**config.mk**
```make
export PLATFORM = sky130hd
export DESIGN_NAME = xnor_match_unit
export DESIGN_NICKNAME = d
export VERILOG_FILES = /design/src/rtl/xnor_match_unit.sv
export SDC_FILE = /design/constraint.sdc
export NUM_CORES = 1
export LEC_CHECK = 0
export BUFFER_PORTS_ARGS = -buffer_cell sky130_fd_sc_hd__clkbuf_2
export CAP_MARGIN = 20
export CELL_PAD_IN_SITES_DETAIL_PLACEMENT = 2
export CELL_PAD_IN_SITES_GLOBAL_PLACEMENT = 2
export CORE_UTILIZATION = 31
export CTS_CLUSTER_DIAMETER = 50
export DETAILED_ROUTE_END_ITERATION = 8
export HOLD_SLACK_MARGIN = 0.08
export PLACE_DENSITY = 0.78
export SETUP_SLACK_MARGIN = 0.02
export SYNTH_ARGS = -nofsm -noshare
export SYNTH_HDL_FRONTEND = slang
export SYNTH_SLANG_ARGS = --single-unit
```
**constraint.sdc**
```tcl
create_clock -name clk -period 3.67 [get_ports clk]
set_clock_uncertainty 0.2 [all_clocks]
set_input_delay 0.1835 -clock clk [delete_from_list [all_inputs] [get_ports clk]]
set_output_delay 0.1835 -clock clk [all_outputs]
set_load 0.02 [all_outputs]
```
**src/rtl/xnor_match_unit.sv**
```systemverilog
// Two-stage masked XNOR/XOR comparator with similarity count, equality flag,
// threshold hit and a saturating hit counter.
module xnor_match_unit #(
  parameter  int WIDTH = 8,
  parameter  int CNT_W = 16,
  localparam int SW    = $clog2(WIDTH + 1)
) (
  input  logic             clk,
  input  logic             rst_n,
  input  logic             in_valid,
  input  logic [WIDTH-1:0] a,
  input  logic [WIDTH-1:0] b,
  input  logic [WIDTH-1:0] mask,
  input  logic             mode,
  input  logic [SW-1:0]    thresh,
  input  logic             clr_cnt,
  output logic             out_valid,
  output logic [WIDTH-1:0] y,
  output logic [SW-1:0]    sim,
  output logic             eq,
  output logic             hit,
  output logic [CNT_W-1:0] hit_cnt
);

  // Stage 1: match vector, mode-selected raw vector, mask and threshold
  logic             s1_valid_reg;
  logic [WIDTH-1:0] s1_m_reg;
  logic [WIDTH-1:0] s1_raw_reg;
  logic [WIDTH-1:0] s1_mask_reg;
  logic [SW-1:0]    s1_thresh_reg;
  logic [WIDTH-1:0] m_next;

  assign m_next = ~(a ^ b);

  always_ff @(posedge clk) begin
    if (!rst_n) begin
      s1_valid_reg <= 1'b0;
    end else begin
      s1_valid_reg <= in_valid;
    end
  end

  // Payload needs no reset: it is only consumed when s1_valid_reg is set.
  always_ff @(posedge clk) begin
    if (rst_n && in_valid) begin
      s1_m_reg      <= m_next;
      s1_raw_reg    <= mode ? ~m_next : m_next;
      s1_mask_reg   <= mask;
      s1_thresh_reg <= thresh;
    end
  end

  // Stage 2 combinational reduction
  logic [WIDTH-1:0] match_bits;
  logic [WIDTH-1:0] care_ok;
  logic [SW-1:0]    sim_next;
  logic             eq_next;
  logic             hit_next;

  generate
    for (genvar gi = 0; gi < WIDTH; gi++) begin : g_bit
      assign match_bits[gi] = s1_m_reg[gi] & s1_mask_reg[gi];
      assign care_ok[gi]    = s1_m_reg[gi] | ~s1_mask_reg[gi];
    end
  endgenerate

  always_comb begin
    sim_next = '0;
    for (int i = 0; i < WIDTH; i++) begin
      sim_next = sim_next + SW'(match_bits[i]);
    end
  end

  assign eq_next  = &care_ok;
  assign hit_next = (sim_next >= s1_thresh_reg);

  // Stage 2 registers; results hold while no new valid arrives
  logic             out_valid_reg;
  logic [WIDTH-1:0] y_reg;
  logic [SW-1:0]    sim_reg;
  logic             eq_reg;
  logic             hit_reg;

  always_ff @(posedge clk) begin
    if (!rst_n) begin
      out_valid_reg <= 1'b0;
      y_reg         <= '0;
      sim_reg       <= '0;
      eq_reg        <= 1'b0;
      hit_reg       <= 1'b0;
    end else begin
      out_valid_reg <= s1_valid_reg;
      if (s1_valid_reg) begin
        y_reg   <= s1_raw_reg;
        sim_reg <= sim_next;
        eq_reg  <= eq_next;
        hit_reg <= hit_next;
      end
    end
  end

  // Hit counter counts visible hit pulses; clear wins over increment
  logic [CNT_W-1:0] hit_cnt_reg;

  always_ff @(posedge clk) begin
    if (!rst_n) begin
      hit_cnt_reg <= '0;
    end else if (clr_cnt) begin
      hit_cnt_reg <= '0;
    end else if (out_valid_reg && hit_reg && (hit_cnt_reg != {CNT_W{1'b1}})) begin
      hit_cnt_reg <= hit_cnt_reg + CNT_W'(1);
    end
  end

  assign out_valid = out_valid_reg;
  assign y         = y_reg;
  assign sim       = sim_reg;
  assign eq        = eq_reg;
  assign hit       = hit_reg;
  assign hit_cnt   = hit_cnt_reg;

endmodule

```
Word level (Yosys, flattened, before mapping)
Cells that the tools add are included.
{ "word_totals": {"word_cells": 55, "register_bits": 60, "out_inout_bits": 31, "memories": 0, "latchBits": 0, "rom_bits": 0, "ram_bits": 0} }
{ "op_classes": {"add_sub_neg": 8, "eq_ne": 1, "n_shift": 0, "div_mod_pow": 0, "reduce_logical": 5, "n_bitwise": 28, "mul": 0, "magnitude_cmp": 1, "n_mux": 1} }
{ "ops": {"columns": ["op", "count"], "rows": [
  ["$add A16 B1 Y16 const B", 1],
  ["$add A4 B1 Y4", 4],
  ["$ne A16 B16 Y1 const B", 1],
  ["$not A8 Y8", 2],
  ["$not A1 Y1", 9],
  ["$and A1 B1 Y1", 8],
  ["$mux W8", 1],
  ["$or A1 B1 Y1", 8],
  ["$reduce_and A8 Y1", 1],
  ["$xor A8 B8 Y8", 1],
  ["$add A3 B1 Y4", 1],
  ["$ge A4 B4 Y1", 1],
  ["$add A2 B1 Y3", 1],
  ["$logic_and A1 B1 Y1", 3],
  ["$add A1 B1 Y2", 1],
  ["$reduce_or A2 Y1", 1]
]} }

Logic depth before layout (Yosys ltp)
{ "depth": {"depth_word": 9, "ltp_mapped": 12, "depth_no_buf": 12} }

Worst setup path after synthesis
Ideal clock, no wire load.
{ "synth_timing": {"path_kind": "register to register", "start": "reg s1_m_reg[1]", "end": "reg hit_reg, in the netlist hit", "setup_time_ns": 0.123, "arrival_time_ns": 3.234, "slack_ns": 0.113, "path_buffers": 0, "required_time_ns": 3.347, "stages_incl_launch_ff": 12, "path_cell_list": "edfxtp_1 -> nand2_1 -> fa_1 -> fa_1 -> inv_1 -> fa_1 -> ha_1 -> fa_1 -> ha_1 -> a21o_1 -> a21oi_1 -> o21ai_0"} }
{ "synth_via": {"elab_chain_len": 9} }
{ "synth_rtl": {"columns": ["element", "line_no", "text"], "rows": [
  ["start: declaration", "27", "logic [WIDTH-1:0] s1_m_reg;"],
  ["start signal: assignment", "46", "s1_m_reg <= m_next;"],
  ["$and A1 B1 Y1", "62", "assign match_bits[gi] = s1_m_reg[gi] & s1_mask_reg[gi];"],
  ["$add A1 B1 Y2", "70", "sim_next = sim_next + SW'(match_bits[i]);"],
  ["$add A2 B1 Y3", "70", null],
  ["$add A3 B1 Y4", "70", null],
  ["$add A4 B1 Y4 (4 in a row)", "70", null],
  ["via sim_next[1]", "56", "logic [SW-1:0] sim_next;"],
  ["$ge A4 B4 Y1", "75", "assign hit_next = (sim_next >= s1_thresh_reg);"],
  ["end signal: assignment", "97", "hit_reg <= hit_next;"],
  ["end: declaration", "82", "logic hit_reg;"]
]} }
The timed path passes the listed nets, and every way through them passes these cells.
A chain may end at the register's enable or synchronous reset.

Final worst setup path
{ "layout_timing": {"start": "reg s1_mask_reg[3]", "end": "reg hit_reg, in the netlist hit"} }
{ "layout_via": {"elab_chain_len": 7} }
{ "layout_rtl": {"columns": ["element", "line_no", "text"], "rows": [
  ["start: declaration", "29", "logic [WIDTH-1:0] s1_mask_reg;"],
  ["start signal: assignment", "48", "s1_mask_reg <= mask;"],
  ["$and A1 B1 Y1", "62", null],
  ["$add A3 B1 Y4", "70", null],
  ["$add A4 B1 Y4 (4 in a row)", "70", null],
  ["via sim_next[1]", "56", null],
  ["$ge A4 B4 Y1", "75", null]
]} }
The timed path passes the listed nets, and every way through them passes these cells.

==> out/results.tsv <==
stage	metric	value	unit
critical_path	Critical Path Sink Type	register	
hold_path	startpoint of the most critical hold path	b[3]	
detailed_routing	number of nets with antenna violations after detailed routing	0	
sta	Tcrit/Tclk final	100.0	%
synthesis	share of the yosys chip area belonging to registers	53.05	%
sta	final period demand of the worst path	3.671	ns
cts	clock slew seen by the registers of the worst setup and hold paths	0.07	ns
global_route	number of antenna violations at the first check in global routing	0	
critical_path	Arr. time, crit path	3.70	ns
synthesis	Syn Area/Cell	11.64	µm²
placed_design	weighted congestion reported at the end of routability-driven placement	0.7138	
synthesis	combinational family with the most area after synthesis	simple AND/OR/NAND/NOR gates	
critical_path	critical path start-end classification	register to register	
synthesis	Synth cell types	49	
synthesis	share of synthesized area spent on multiplexers	4.301	%
die	Starting Density	32.02	%
critical_path	data required time of the critical path	3.70	ns
placed_design	worst setup slack before clock tree synthesis	-0.1558	ns
power_and_ir_drop	total design power	1707	µW
run	max-cap violation count	0	
global_route	first-pass GRT wire length	12.82	mm
cells_and_area	layout cell share with drive strength beyond 1	28.45	%
cells_and_area	highest-count cells in the layout ignoring fill and taps	clkbuf_2, dfxtp_1, dlygate4sd3_1	
placed_design	count of input and output buffers	63	
synthesis	post-synth design cell area	2793	µm²
power_and_ir_drop	Static Leak	0.001572	µW
critical_path	most frequent CP cell	fa_1	
critical_path	largest incremental delay on the critical path	0.51	ns
critical_path	startpoint of the lowest-slack register-to-register path	s1_mask_reg[3]$_DFFE_PP_	
cells_and_area	Largest register FFs	16	
sta	final critical-path setup slack	-0.0009868	ns
synthesis	EDFF count, synth	28	
sta	maximum clock frequency	0.2724	GHz
synthesis	share of the synthesized area in compound gates (AO/OA/AOI/OAI)	8.333	%
critical_path	start point of the critical path	s1_mask_reg[3]$_DFFE_PP_	
synthesis	Synthesis Warnings	0	
critical_path	list of cells traversed by the critical path	nand2_2 > fa_1 > fa_1 > inv_2 > fa_1 > ha_4 > fa_1 > ha_1 > a21o_1 > a21oi_2 > o21ai_1	
hold_path	class of the worst hold path	primary input to register	
die	area enclosed by the die boundary	9393	µm²
sta	number of setup violations in the final report	1	
die	std cell rows	34	
detailed_routing	detailed-route via count	2242	
global_route	all-layer global routing usage	17.97	%
critical_path	largest fanout on the critical path	2	
sta	hold slack final	0.1127	ns
cells_and_area	area delta synth->final	35.71	%
cts	clock latency reported for the late side of the worst-skew pair	0.36	ns
detailed_routing	number of design-rule violations left by the first detailed-router iteration	40	
synthesis	synthesized-area fraction occupied by xor and xnor cells	5.645	%
global_route	GR Overflow Total	0	
die	overall die width	96.92	µm
synthesis	synthesized netlist cell count	240	
detailed_routing	total wirelength of the detailed-routed design	7.986	mm
synthesis	post-synthesis share of cell area spent on and, or, nand and nor gates	18.95	%
sta	final max-slew violation count	0	
cells_and_area	diode count	0	
sta	Worst Tran Pin Value	0.9395	ns
cts	clk sink count	60	
placed_design	Final HPWL DP	5.231	mm
cts	root cell of the clock tree	clkbuf_8	
die	die height	96.92	µm
cts	Num CTS Buffers	9	
global_route	via count of the first global-routing pass	2506	
detailed_routing	Pre-Repair DR Iteration Count	3	
die	core area	8721	µm²
cts	CTS tree	built	
status	violated checks	setup timing	
synthesis	flops & latches, synth	60	
synthesis	syn nets	285	
cts	Longest Clk Path Bufs	2	
sta	Max transition margin	37.28	%
global_route	maximum number of pins on one net before global-route repair	29	
synthesis	Adder-Cell Fraction of Synth Area	6.452	%
detailed_routing	Via density	4.917	
status	run status	complete, but fails checks	
critical_path	Critical Path Slowest Stage Cell	fa_1	
sta	setup repair after global routing missed its margin	true	
synthesis	share of synthesized flip-flops with an asynchronous set or reset	0	%
cts	H-tree depth	3	
detailed_routing	number of remaining DRC errors	0	
critical_path	sort of element at the start of the critical path	register	
cells_and_area	NumNets Final	388	
power_and_ir_drop	cell area power density	450.4	nW/µm²
synthesis	Top FF cell, synth	dfxtp_1	
cells_and_area	most frequent standard cell in the layout excluding fill and tap cells	clkbuf_2	
sta	number of hold violations in the final report	0	
die	number of top-level pins	64	
power_and_ir_drop	maximum resistive drop on vdd	0.0002393	V
detailed_routing	wire length per cell after detailed routing	17.51	µm
-- report_power, final --
group	total, µW	switching, µW	internal (µW)
Sequential	766	22.8	743
Clock	677	277	400
Combinational	264	131	133
-- layer usage --
layer | part of all wire (%) | GRT usage, %
met4 | 1.7 | 7.118
met2 | 54 | 32.77
met5 | 0 | 0
met1 | 40 | 19.39
met3 | 3.8 | 5.202
-- cell families after synthesis --
logic type	Yosys count
AO/OA/AOI/OAI	37
multiplexers	12
AND/OR/NAND/NOR	81
adder cells (fa/ha/maj)	12
buffers and inverters	20
flip-flops	60
XOR/XNOR	18
-- cell type report --
type	count	area, µm²
clock buffer	12	145.1
clock inverter	4	72.57
inverter	13	48.80
sequential	60	1481
fill	906	4931
multi-input combinational	160	1244
timing repair buffer	99	663.1
tap	108	135.1
-- cell usage after synthesis, types with 7 or more instances --
cell | count | area, µm²
xnor2_1 | 9 | 78.83
xor2_1 | 9 | 78.83
a21oi_1 | 10 | 50.05
mux2i_1 | 12 | 120.1
nor2b_1 | 17 | 106.4
dfxtp_1 | 32 | 640.6
o21ai_0 | 7 | 35.03
and2_1 | 7 | 43.79
nand2_1 | 14 | 52.55
ha_1 | 8 | 100.1
inv_1 | 13 | 48.80
edfxtp_1 | 28 | 840.8
-- critical path: cells and delay by family (launching register included) --
family          cells  cell delay (ns)
simple gates        1             0.08
flops               1             0.38
fa+ha+maj           6             2.43
compound gates      3             0.41
buf+inv             1             0.04
-- through the flow --
step / setup TNS [ns] / area [µm²] / std cells / utilization (%)
after floorplan: 0 / 2793 / 240 / -
after global placement: 0 / 3208 / 405 / 36.79
after detailed placement: -0.1558 / 3208 / 405 / 36.79
after CTS: 0 / 3760 / 454 / 43.11
after global routing: -0.1542 / 3790 / 456 / 43.46
final: -0.0009868 / 3790 / 456 / 43.46
-- what timing repair did --
action                                 in CTS  in global routing
endpoints found under the hold margin      31                  0
cloned                                      0                  0
resized for setup                           4                  4
pin swaps                                   7                  5
setup buffers                               2                  2
setup endpoints to repair                   1                  1
hold buffers                               31                  0
-- worst paths after layout --
path | slack [ns] | depth (start not counted) | to
worst max-delay path | -0.001 | 11 | hit$_SDFFE_PN0P_
worst min-delay path | 0.11 | 3 | s1_raw_reg[3]$_DFFE_PP_
worst max register to register | -0.001 | 11 | hit$_SDFFE_PN0P_
worst min register to register | 0.31 | 2 | y[2]$_SDFFE_PN0P_
Note: power is estimated with default switching activity, not from simulation.
